[src/rtl/policy_client_if.sv]
// Policy-check link bundle: request/response side toward the transaction
// checker plus the WSO/WSI word link toward the policy server.
interface policy_client_if;
  logic        req_valid;
  logic        req_ready;
  logic [15:0] req_pid;
  logic [13:0] req_ipid;
  logic        req_write;
  logic        resp_valid;
  logic        resp_grant;
  logic        resp_timeout;
  logic [31:0] WSO;
  logic        UpdateWR;
  logic [31:0] WSI;
  logic        CaptureWR;

  // master is the policy client, slave is the checker/server environment
  modport master (
    input  req_valid, req_pid, req_ipid, req_write, WSI, CaptureWR,
    output req_ready, resp_valid, resp_grant, resp_timeout, WSO, UpdateWR
  );

  modport slave (
    output req_valid, req_pid, req_ipid, req_write, WSI, CaptureWR,
    input  req_ready, resp_valid, resp_grant, resp_timeout, WSO, UpdateWR
  );
endinterface

[src/rtl/policy_client.sv]
// Requester endpoint of the policy-check link: issues one access request,
// captures the permission word or times out, and keeps saturating statistics.
module policy_client #(
  parameter int unsigned TIMEOUT_CYCLES = 64,
  parameter int unsigned CNT_W          = 16
) (
  input  logic             clk,
  input  logic             rst,
  policy_client_if.master  link,
  input  logic             clr_stats,
  output logic [CNT_W-1:0] grant_count,
  output logic [CNT_W-1:0] deny_count,
  output logic             link_err
);

  localparam int unsigned      TMR_W    = 16;
  localparam logic [TMR_W-1:0] TMR_LAST = TMR_W'(TIMEOUT_CYCLES - 1);
  localparam logic [CNT_W-1:0] CNT_MAX  = '1;

  typedef enum logic [1:0] {
    IDLE,
    REQ,
    WAIT_REL
  } state_e;

  state_e           state_q, state_d;
  logic [TMR_W-1:0] timer_q, timer_d;
  logic [31:0]      wso_q, wso_d;
  logic             upd_q, upd_d;
  logic             write_q, write_d;
  logic             resp_valid_q, resp_valid_d;
  logic             resp_grant_q, resp_grant_d;
  logic             resp_timeout_q, resp_timeout_d;
  logic [CNT_W-1:0] grant_cnt_q, grant_cnt_d;
  logic [CNT_W-1:0] deny_cnt_q, deny_cnt_d;
  logic             link_err_q, link_err_d;
  logic             req_ready_c;
  logic             cap_grant_c;

  assign req_ready_c = (state_q == IDLE) && !link.CaptureWR;

  // Server must echo our pid/ipid and set the permission bit for the access kind
  assign cap_grant_c = (link.WSI[31:2] == wso_q[31:2]) &&
                       (write_q ? link.WSI[1] : link.WSI[0]);

  always_ff @(posedge clk) begin
    if (rst) begin
      state_q        <= IDLE;
      timer_q        <= '0;
      wso_q          <= '0;
      upd_q          <= 1'b0;
      write_q        <= 1'b0;
      resp_valid_q   <= 1'b0;
      resp_grant_q   <= 1'b0;
      resp_timeout_q <= 1'b0;
      grant_cnt_q    <= '0;
      deny_cnt_q     <= '0;
      link_err_q     <= 1'b0;
    end else begin
      state_q        <= state_d;
      timer_q        <= timer_d;
      wso_q          <= wso_d;
      upd_q          <= upd_d;
      write_q        <= write_d;
      resp_valid_q   <= resp_valid_d;
      resp_grant_q   <= resp_grant_d;
      resp_timeout_q <= resp_timeout_d;
      grant_cnt_q    <= grant_cnt_d;
      deny_cnt_q     <= deny_cnt_d;
      link_err_q     <= link_err_d;
    end
  end

  always_comb begin
    state_d        = state_q;
    timer_d        = timer_q;
    wso_d          = wso_q;
    upd_d          = upd_q;
    write_d        = write_q;
    resp_valid_d   = 1'b0;
    resp_grant_d   = 1'b0;
    resp_timeout_d = 1'b0;
    link_err_d     = link_err_q;
    grant_cnt_d    = grant_cnt_q;
    deny_cnt_d     = deny_cnt_q;

    unique case (state_q)
      IDLE: begin
        if (link.req_valid && req_ready_c) begin
          state_d = REQ;
          wso_d   = {link.req_pid, link.req_ipid, 2'b00};
          upd_d   = 1'b1;
          write_d = link.req_write;
          timer_d = '0;
        end
      end
      REQ: begin
        // A capture on the expiry edge still yields a normal result
        if (link.CaptureWR) begin
          state_d      = WAIT_REL;
          upd_d        = 1'b0;
          wso_d        = '0;
          timer_d      = '0;
          resp_valid_d = 1'b1;
          resp_grant_d = cap_grant_c;
        end else if (timer_q == TMR_LAST) begin
          state_d        = WAIT_REL;
          upd_d          = 1'b0;
          wso_d          = '0;
          timer_d        = '0;
          resp_valid_d   = 1'b1;
          resp_timeout_d = 1'b1;
        end else begin
          timer_d = timer_q + TMR_W'(1);
        end
      end
      WAIT_REL: begin
        if (!link.CaptureWR) begin
          state_d = IDLE;
        end else if (timer_q == TMR_LAST) begin
          state_d    = IDLE;
          link_err_d = 1'b1;
        end else begin
          timer_d = timer_q + TMR_W'(1);
        end
      end
      default: state_d = IDLE;
    endcase

    if (resp_valid_q && resp_grant_q && (grant_cnt_q != CNT_MAX)) begin
      grant_cnt_d = grant_cnt_q + CNT_W'(1);
    end
    if (resp_valid_q && !resp_grant_q && (deny_cnt_q != CNT_MAX)) begin
      deny_cnt_d = deny_cnt_q + CNT_W'(1);
    end

    if (clr_stats) begin
      grant_cnt_d = '0;
      deny_cnt_d  = '0;
      link_err_d  = 1'b0;
    end
  end

  assign link.req_ready    = req_ready_c;
  assign link.WSO          = wso_q;
  assign link.UpdateWR     = upd_q;
  assign link.resp_valid   = resp_valid_q;
  assign link.resp_grant   = resp_grant_q;
  assign link.resp_timeout = resp_timeout_q;
  assign grant_count       = grant_cnt_q;
  assign deny_count        = deny_cnt_q;
  assign link_err          = link_err_q;

endmodule

[src/flat_wrapper.sv]
// flat-port wrapper written by rule: the top's interface ports become plain ports
module policy_client_flat 
#(
  parameter int unsigned TIMEOUT_CYCLES = 64,
  parameter int unsigned CNT_W          = 16
)
  (clk, rst, clr_stats, grant_count, deny_count, link_err, link_req_valid, link_req_pid, link_req_ipid, link_req_write, link_WSI, link_CaptureWR, link_req_ready, link_resp_valid, link_resp_grant, link_resp_timeout, link_WSO, link_UpdateWR);
  policy_client_if link_i ();
  input  logic clk;
  input  logic rst;
  input  logic clr_stats;
  output logic [CNT_W-1:0] grant_count;
  output logic [CNT_W-1:0] deny_count;
  output logic link_err;
  input wire logic [$bits(link_i.req_valid)-1:0] link_req_valid;
  input wire logic [$bits(link_i.req_pid)-1:0] link_req_pid;
  input wire logic [$bits(link_i.req_ipid)-1:0] link_req_ipid;
  input wire logic [$bits(link_i.req_write)-1:0] link_req_write;
  input wire logic [$bits(link_i.WSI)-1:0] link_WSI;
  input wire logic [$bits(link_i.CaptureWR)-1:0] link_CaptureWR;
  output wire logic [$bits(link_i.req_ready)-1:0] link_req_ready;
  output wire logic [$bits(link_i.resp_valid)-1:0] link_resp_valid;
  output wire logic [$bits(link_i.resp_grant)-1:0] link_resp_grant;
  output wire logic [$bits(link_i.resp_timeout)-1:0] link_resp_timeout;
  output wire logic [$bits(link_i.WSO)-1:0] link_WSO;
  output wire logic [$bits(link_i.UpdateWR)-1:0] link_UpdateWR;
  assign link_i.req_valid = link_req_valid;
  assign link_i.req_pid = link_req_pid;
  assign link_i.req_ipid = link_req_ipid;
  assign link_i.req_write = link_req_write;
  assign link_i.WSI = link_WSI;
  assign link_i.CaptureWR = link_CaptureWR;
  assign link_req_ready = link_i.req_ready;
  assign link_resp_valid = link_i.resp_valid;
  assign link_resp_grant = link_i.resp_grant;
  assign link_resp_timeout = link_i.resp_timeout;
  assign link_WSO = link_i.WSO;
  assign link_UpdateWR = link_i.UpdateWR;
  policy_client #(.TIMEOUT_CYCLES(TIMEOUT_CYCLES), .CNT_W(CNT_W)) u_core (.clk(clk), .rst(rst), .link(link_i), .clr_stats(clr_stats), .grant_count(grant_count), .deny_count(deny_count), .link_err(link_err));
endmodule
[config.mk]
export PLATFORM = sky130hd
export DESIGN_NAME = policy_client_flat
export DESIGN_NICKNAME = d
export VERILOG_FILES = /design/src/rtl/policy_client_if.sv /design/src/rtl/policy_client.sv /design/src/flat_wrapper.sv
export SDC_FILE = /design/constraint.sdc
export NUM_CORES = 1
export LEC_CHECK = 0
export ABC_AREA = 1
export CAP_MARGIN = 20
export CORE_MARGIN = 3
export CORE_UTILIZATION = 30
export DETAILED_ROUTE_END_ITERATION = 7
export GPL_TIMING_DRIVEN = 0
export PLACE_DENSITY_LB_ADDON = 0.25
export SLEW_MARGIN = 20
export SYNTH_ARGS = -nofsm -noshare
export SYNTH_HDL_FRONTEND = slang
export SYNTH_SLANG_ARGS = --single-unit
[constraint.sdc]
create_clock -name clk -period 4.7 [get_ports clk]
set_input_delay 1.41 -clock clk [delete_from_list [all_inputs] [get_ports clk]]
set_output_delay 1.41 -clock clk [all_outputs]
set_load 0.01 [all_outputs]
; ---- Word-level counts from Yosys, hierarchy flattened
; Cells that the tools add are included.
[word_totals]
register_bits = 88
rom_bits = 0
input_bits = 68
latchBits = 0
n_memories = 0
ramBits = 0
out_inout_bits = 70
[classes]
bitwise_logic = 2
shift = 0
n_eq_ne = 11
addsub = 3
n_mux = 23
n_div = 0
magnitude_cmp = 0
n_reduce_logical = 21
n_mul = 0
[ops]
columns = cell, count
row1 = 32-bit 2-to-1 mux, 3
row2 = 16-bit 2-to-1 mux, 5
row3 = 32-bit one-hot mux with 2 select lines, 1
row4 = 16-bit by 1-bit adder with 16-bit output (second input constant), 3
row5 = 16-bit one-hot mux with 3 select lines, 1
row6 = 16-bit inequality test (second input constant), 2
row7 = 30-bit equality test, 1
row8 = 16-bit by 6-bit equality test with 1-bit output (second input constant), 1
row9 = 2-bit 2-to-1 mux, 5
row10 = 3-bit AND reduction, 3
row11 = 1-bit logical AND, 7
row12 = 1-bit 2-to-1 mux, 6
row13 = 2-bit inequality test (second input constant), 3
row14 = 3-bit by 2-bit inequality test with 1-bit output (second input constant), 2
row15 = 2-bit one-hot mux with 3 select lines, 1
row16 = 3-bit OR reduction, 2
row17 = 4-bit AND reduction, 1
row18 = 2-bit OR reduction, 2
row19 = 3-bit nonzero test, 1
row20 = 2-bit by 1-bit equality test with 1-bit output (second input constant), 1
row21 = 2-bit equality test (second input constant), 1
row22 = 1-bit zero test, 2
row23 = 2-bit zero test, 1
row24 = 1-bit NOT, 2
row25 = 3 further kinds, 3

; ---- Depth between registers and ports, before layout
[logic_depth]
ltp_word = 5
depth_mapped = 12

; ---- Worst setup path after synthesis
; No wires, ideal clock.
[synth_path]
path_type = input -> output
start = in link_CaptureWR
end = out link_req_ready
n_path_buf = 0
arrival_ns = 1.572
required_ns = 3.290
path_stages = 1
setup_slack_ns = 1.718
cell_sequence = nor2_2
[synth_between]
elab_chain_len = 2
[synth_rtl]
columns = element, line
row1 = "start, declared", flat_wrapper.sv:20  ; input wire logic [$bits(link_i.CaptureWR)-1:0] link_CaptureWR;
row2 = 1-bit zero test, policy_client.sv:40  ; assign req_ready_c = (state_q == IDLE) && !link.CaptureWR;
row3 = 1-bit logical AND, policy_client.sv:40
row4 = "end, declared", flat_wrapper.sv:21  ; output wire logic [$bits(link_i.req_ready)-1:0] link_req_ready;
; Every way passes these cells.

; ---- Final worst setup path
; Same ends and word-level chain as after synthesis.

==> results.sh <==
export IMPL_crit_path_top_delay_cell="clkdlybuf4s50_1"
export IMPL_yosysUniqueCellTypes=42
export IMPL_gr_usage_met3_pct=5.81
export IMPL_ios=138
export IMPL_cts_sinks=86
export IMPL_synth_edf_count=0
export IMPL_route_vias_total=4563
export IMPL_grt_use_total_pct=16.2
export IMPL_numCtsBuffers=9
export IMPL_die_area_um2=16600
export IMPL_clk_latency_ns=0.34
export IMPL_busiest_layer="met2"
export IMPL_portBuffers=134
export IMPL_hold_buffers=0
export IMPL_n_antenna_cell=0
export IMPL_drv_cap=0
export IMPL_rows=44
export IMPL_fillerInstances=1567
export IMPL_cpMostUsedCell="clkdlybuf4s50_1"
export IMPL_path_clk_slew_ns=0.07
export IMPL_clockBufferDepth=2
export IMPL_ys_seq_area_share_pct=37.9
export IMPL_dieHeight_um=129
export IMPL_finalHoldViolations=0
export IMPL_wl_per_cell_um=13.1
export IMPL_hp_start="u_core.deny_count[4]$_SDFFE_PP0P_"
export IMPL_hp_class="reg -> reg"
export IMPL_synth_area_um2=4540
export IMPL_cp_required_ns=3.29
export IMPL_fin_cells=1005
export IMPL_critPathArrivalTime_ns=2.69
export IMPL_start_util_pct=31.0
export IMPL_reg2reg_slack_ns=2.63
export IMPL_finalSetupTns_ns=0
export IMPL_r2r_start="u_core.state_q[0]$_SDFFE_PP0P_"
export IMPL_wl_mm=13.2
export IMPL_synth_cells=670
export IMPL_status="finished, final reports clean"
export IMPL_tritoncts="done"
export IMPL_period_share_pct=87.2
export IMPL_cts_resized=0
export IMPL_tightest_slew_ns=0.501
export IMPL_drtIter0Drc=233
export IMPL_rsz0062_at_grt="no"
export IMPL_reg2regPathDepth=11
export IMPL_core_um2=14600
export IMPL_postCtsSetupBuffers=0
export IMPL_worstHoldPathCells=2
export IMPL_critPathLaunchType="primary input"
export IMPL_ir_drop_mv=0.198
export IMPL_synth_flop_cell="dfxtp_1"
export IMPL_endpoint_kind="output port"
export IMPL_synth_warnings=0
export IMPL_clock_fmax_mhz=244
export IMPL_nets=892
export IMPL_cts_max_level=3
export IMPL_dieWidth_um=129
export IMPL_relSlewSlack_pct=66.5
export IMPL_grt_pass1_wl_mm=21.7
export IMPL_via_per_inst=4.54
export IMPL_ys_ff_latch=86
export IMPL_met1_usage_pct=20.4
export IMPL_worstSetupPathType="in -> out"
export IMPL_grt_met2_usage_pct=26.2
export IMPL_grt_max_degree=15
export IMPL_period_minus_slack_ns=4.10
export IMPL_report_final_slew_viol_count=0
export IMPL_antenna_found_initial=0
export IMPL_syn_avg_cell_area_um2=6.78
export IMPL_ys_async_sr_fraction_pct=0
export IMPL_critPathMaxStageDelay_ns=0.55
export IMPL_power_w=0.00232
export IMPL_dp_cells=989
export IMPL_setup_viol=0
export IMPL_leakage_nw=2.27
export IMPL_grt_overflow_total=0
export IMPL_areaGrowthSynthToFinish_pct=41.0
export IMPL_whs_endpoint="u_core.deny_count[4]$_SDFFE_PP0P_"
export IMPL_clock_root_buffer="clkbuf_16"
export IMPL_regToRegEndpoint="u_core.timer_q[5]$_SDFFE_PP0P_"
export IMPL_skew_ns=0.00593
export IMPL_power_density_nw_per_um2=362
export IMPL_path_max_fanout=6
export IMPL_place_congestion=0.832
export IMPL_dpl_hpwl_mm=10.2
export IMPL_ant_nets=0
export IMPL_drive_gt1_share_pct=5.48
export IMPL_dr_pass1_iters=4
export IMPL_path_cells="clkdlybuf4s50_1 -> nor2_2 -> clkdlybuf4s50_1"
export IMPL_first_global_vias=4397
export IMPL_drc=0
## sequential cells by signal (all words and copies together) (netlist names)
name	cells
u_core.write_q	1
u_core.state_q	2
u_core.link.WSO	30
u_core.link.UpdateWR	1
u_core.link.resp_grant	1
u_core.deny_count	16
u_core.grant_count	16
u_core.link_err	1
u_core.link.resp_timeout	1
u_core.link.resp_valid	1
u_core.timer_q	16
## stage by stage
stage          cell area [um^2]  util (%)  worst slack (ns)  hold slack (ns)
4_1_cts                    6400      43.7             0.593            0.483
3_5_place_dp               6120      41.8             0.596            0.473
6_report                   6400      43.7             0.603            0.477
2_1_floorplan              4540         -              1.72            0.439
3_3_place_gp               6120      41.8             0.590            0.467
5_1_grt                    6400      43.7             0.535            0.501
## cells in the final DEF (no fill, tap or decap), types with 4 or more instances in the layout
| cell | instances |
|---|---|
| a21oi_1 | 67 |
| nor2_1 | 77 |
| inv_1 | 77 |
| nand2_1 | 181 |
| nand4_1 | 12 |
| nor3_1 | 14 |
| clkbuf_1 | 6 |
| xor2_1 | 12 |
| buf_2 | 5 |
| buf_6 | 4 |
| nand3_1 | 35 |
| a22o_1 | 4 |
| o22ai_1 | 5 |
| xnor2_1 | 12 |
| a211oi_1 | 6 |
| dfxtp_1 | 86 |
| o21ai_0 | 21 |
| clkdlybuf4s50_1 | 134 |
| ha_1 | 8 |
| clkbuf_16 | 9 |
## Yosys cell counts (3+ instances only)
cell type	instances	area share (%)
nand4_1	12	1.7
clkbuf_1	5	0.41
xnor2_1	12	2.3
a21oi_1	67	7.4
nor2_1	77	6.4
a211oi_1	6	0.99
xor2_1	12	2.3
inv_1	77	6.4
ha_1	8	2.2
clkinv_1	3	0.25
o21ai_2	3	0.58
o21ai_0	21	2.3
o22ai_1	5	0.69
nor3_1	14	1.5
nand3_1	35	3.9
nand2_1	181	15
buf_2	5	0.55
buf_6	4	0.99
dfxtp_1	86	38
a22o_1	4	0.77
nor4_1	3	0.41
buf_4	3	0.50
## kinds of logic (layout without fill, tap and decap cells)
family / after synthesis / in the layout / synth area share [%]
buffers and inverters: 99 / 249 / 9.23
flip-flops: 86 / 86 / 37.9
other: 1 / 2 / 0.0826
AND/OR/NAND/NOR: 338 / 338 / 31.7
adder cells (fa/ha/maj): 8 / 8 / 2.20
AO/OA/AOI/OAI: 114 / 114 / 14.3
XOR/XNOR: 24 / 24 / 4.63
## area by class of cell
class | instances | area, um^2 | share of cell area (%)
multi-input combinational | 486 | 2400 | 37.5
clock buffer | 12 | 256 | 4.01
inverter | 82 | 308 | 4.81
sequential | 86 | 1720 | 26.9
buffer | 17 | 111 | 1.74
clock inverter | 4 | 30.0 | 0.469
tap | 184 | 230 | 3.60
timing repair buffer | 134 | 1340 | 20.9
## worst max-delay path by stage
| stage | start | to | slack, ns |
|---|---|---|---|
| after floorplan | link_CaptureWR | link_req_ready | 1.72 |
| after global placement | link_CaptureWR | link_req_ready | 0.59 |
| after detailed placement | link_CaptureWR | link_req_ready | 0.60 |
| after CTS | link_CaptureWR | link_req_ready | 0.59 |
| after global routing | link_CaptureWR | link_req_ready | 0.53 |
| final | link_CaptureWR | link_req_ready | 0.60 |
## where the power goes
group | switching (W) | leakage [nW] | internal (W)
Sequential | 0.0000629 | 0.696 | 0.000797
Clock | 0.000305 | 0.139 | 0.000389
Combinational | 0.000436 | 1.44 | 0.000328
## worst max-delay path: cells and delay by family
family	cells	cell delay, ns
buf+inv	2	1.09
simple gates	1	0.19
## per-layer routing
metal / vias to the layer above / share of wire, %
met1: 1976 / 46
met5: - / 0
met3: 17 / 7.2
li1: 2445 / -
met4: 0 / 1.7
met2: 125 / 45
(Power assumes the default switching activity.)
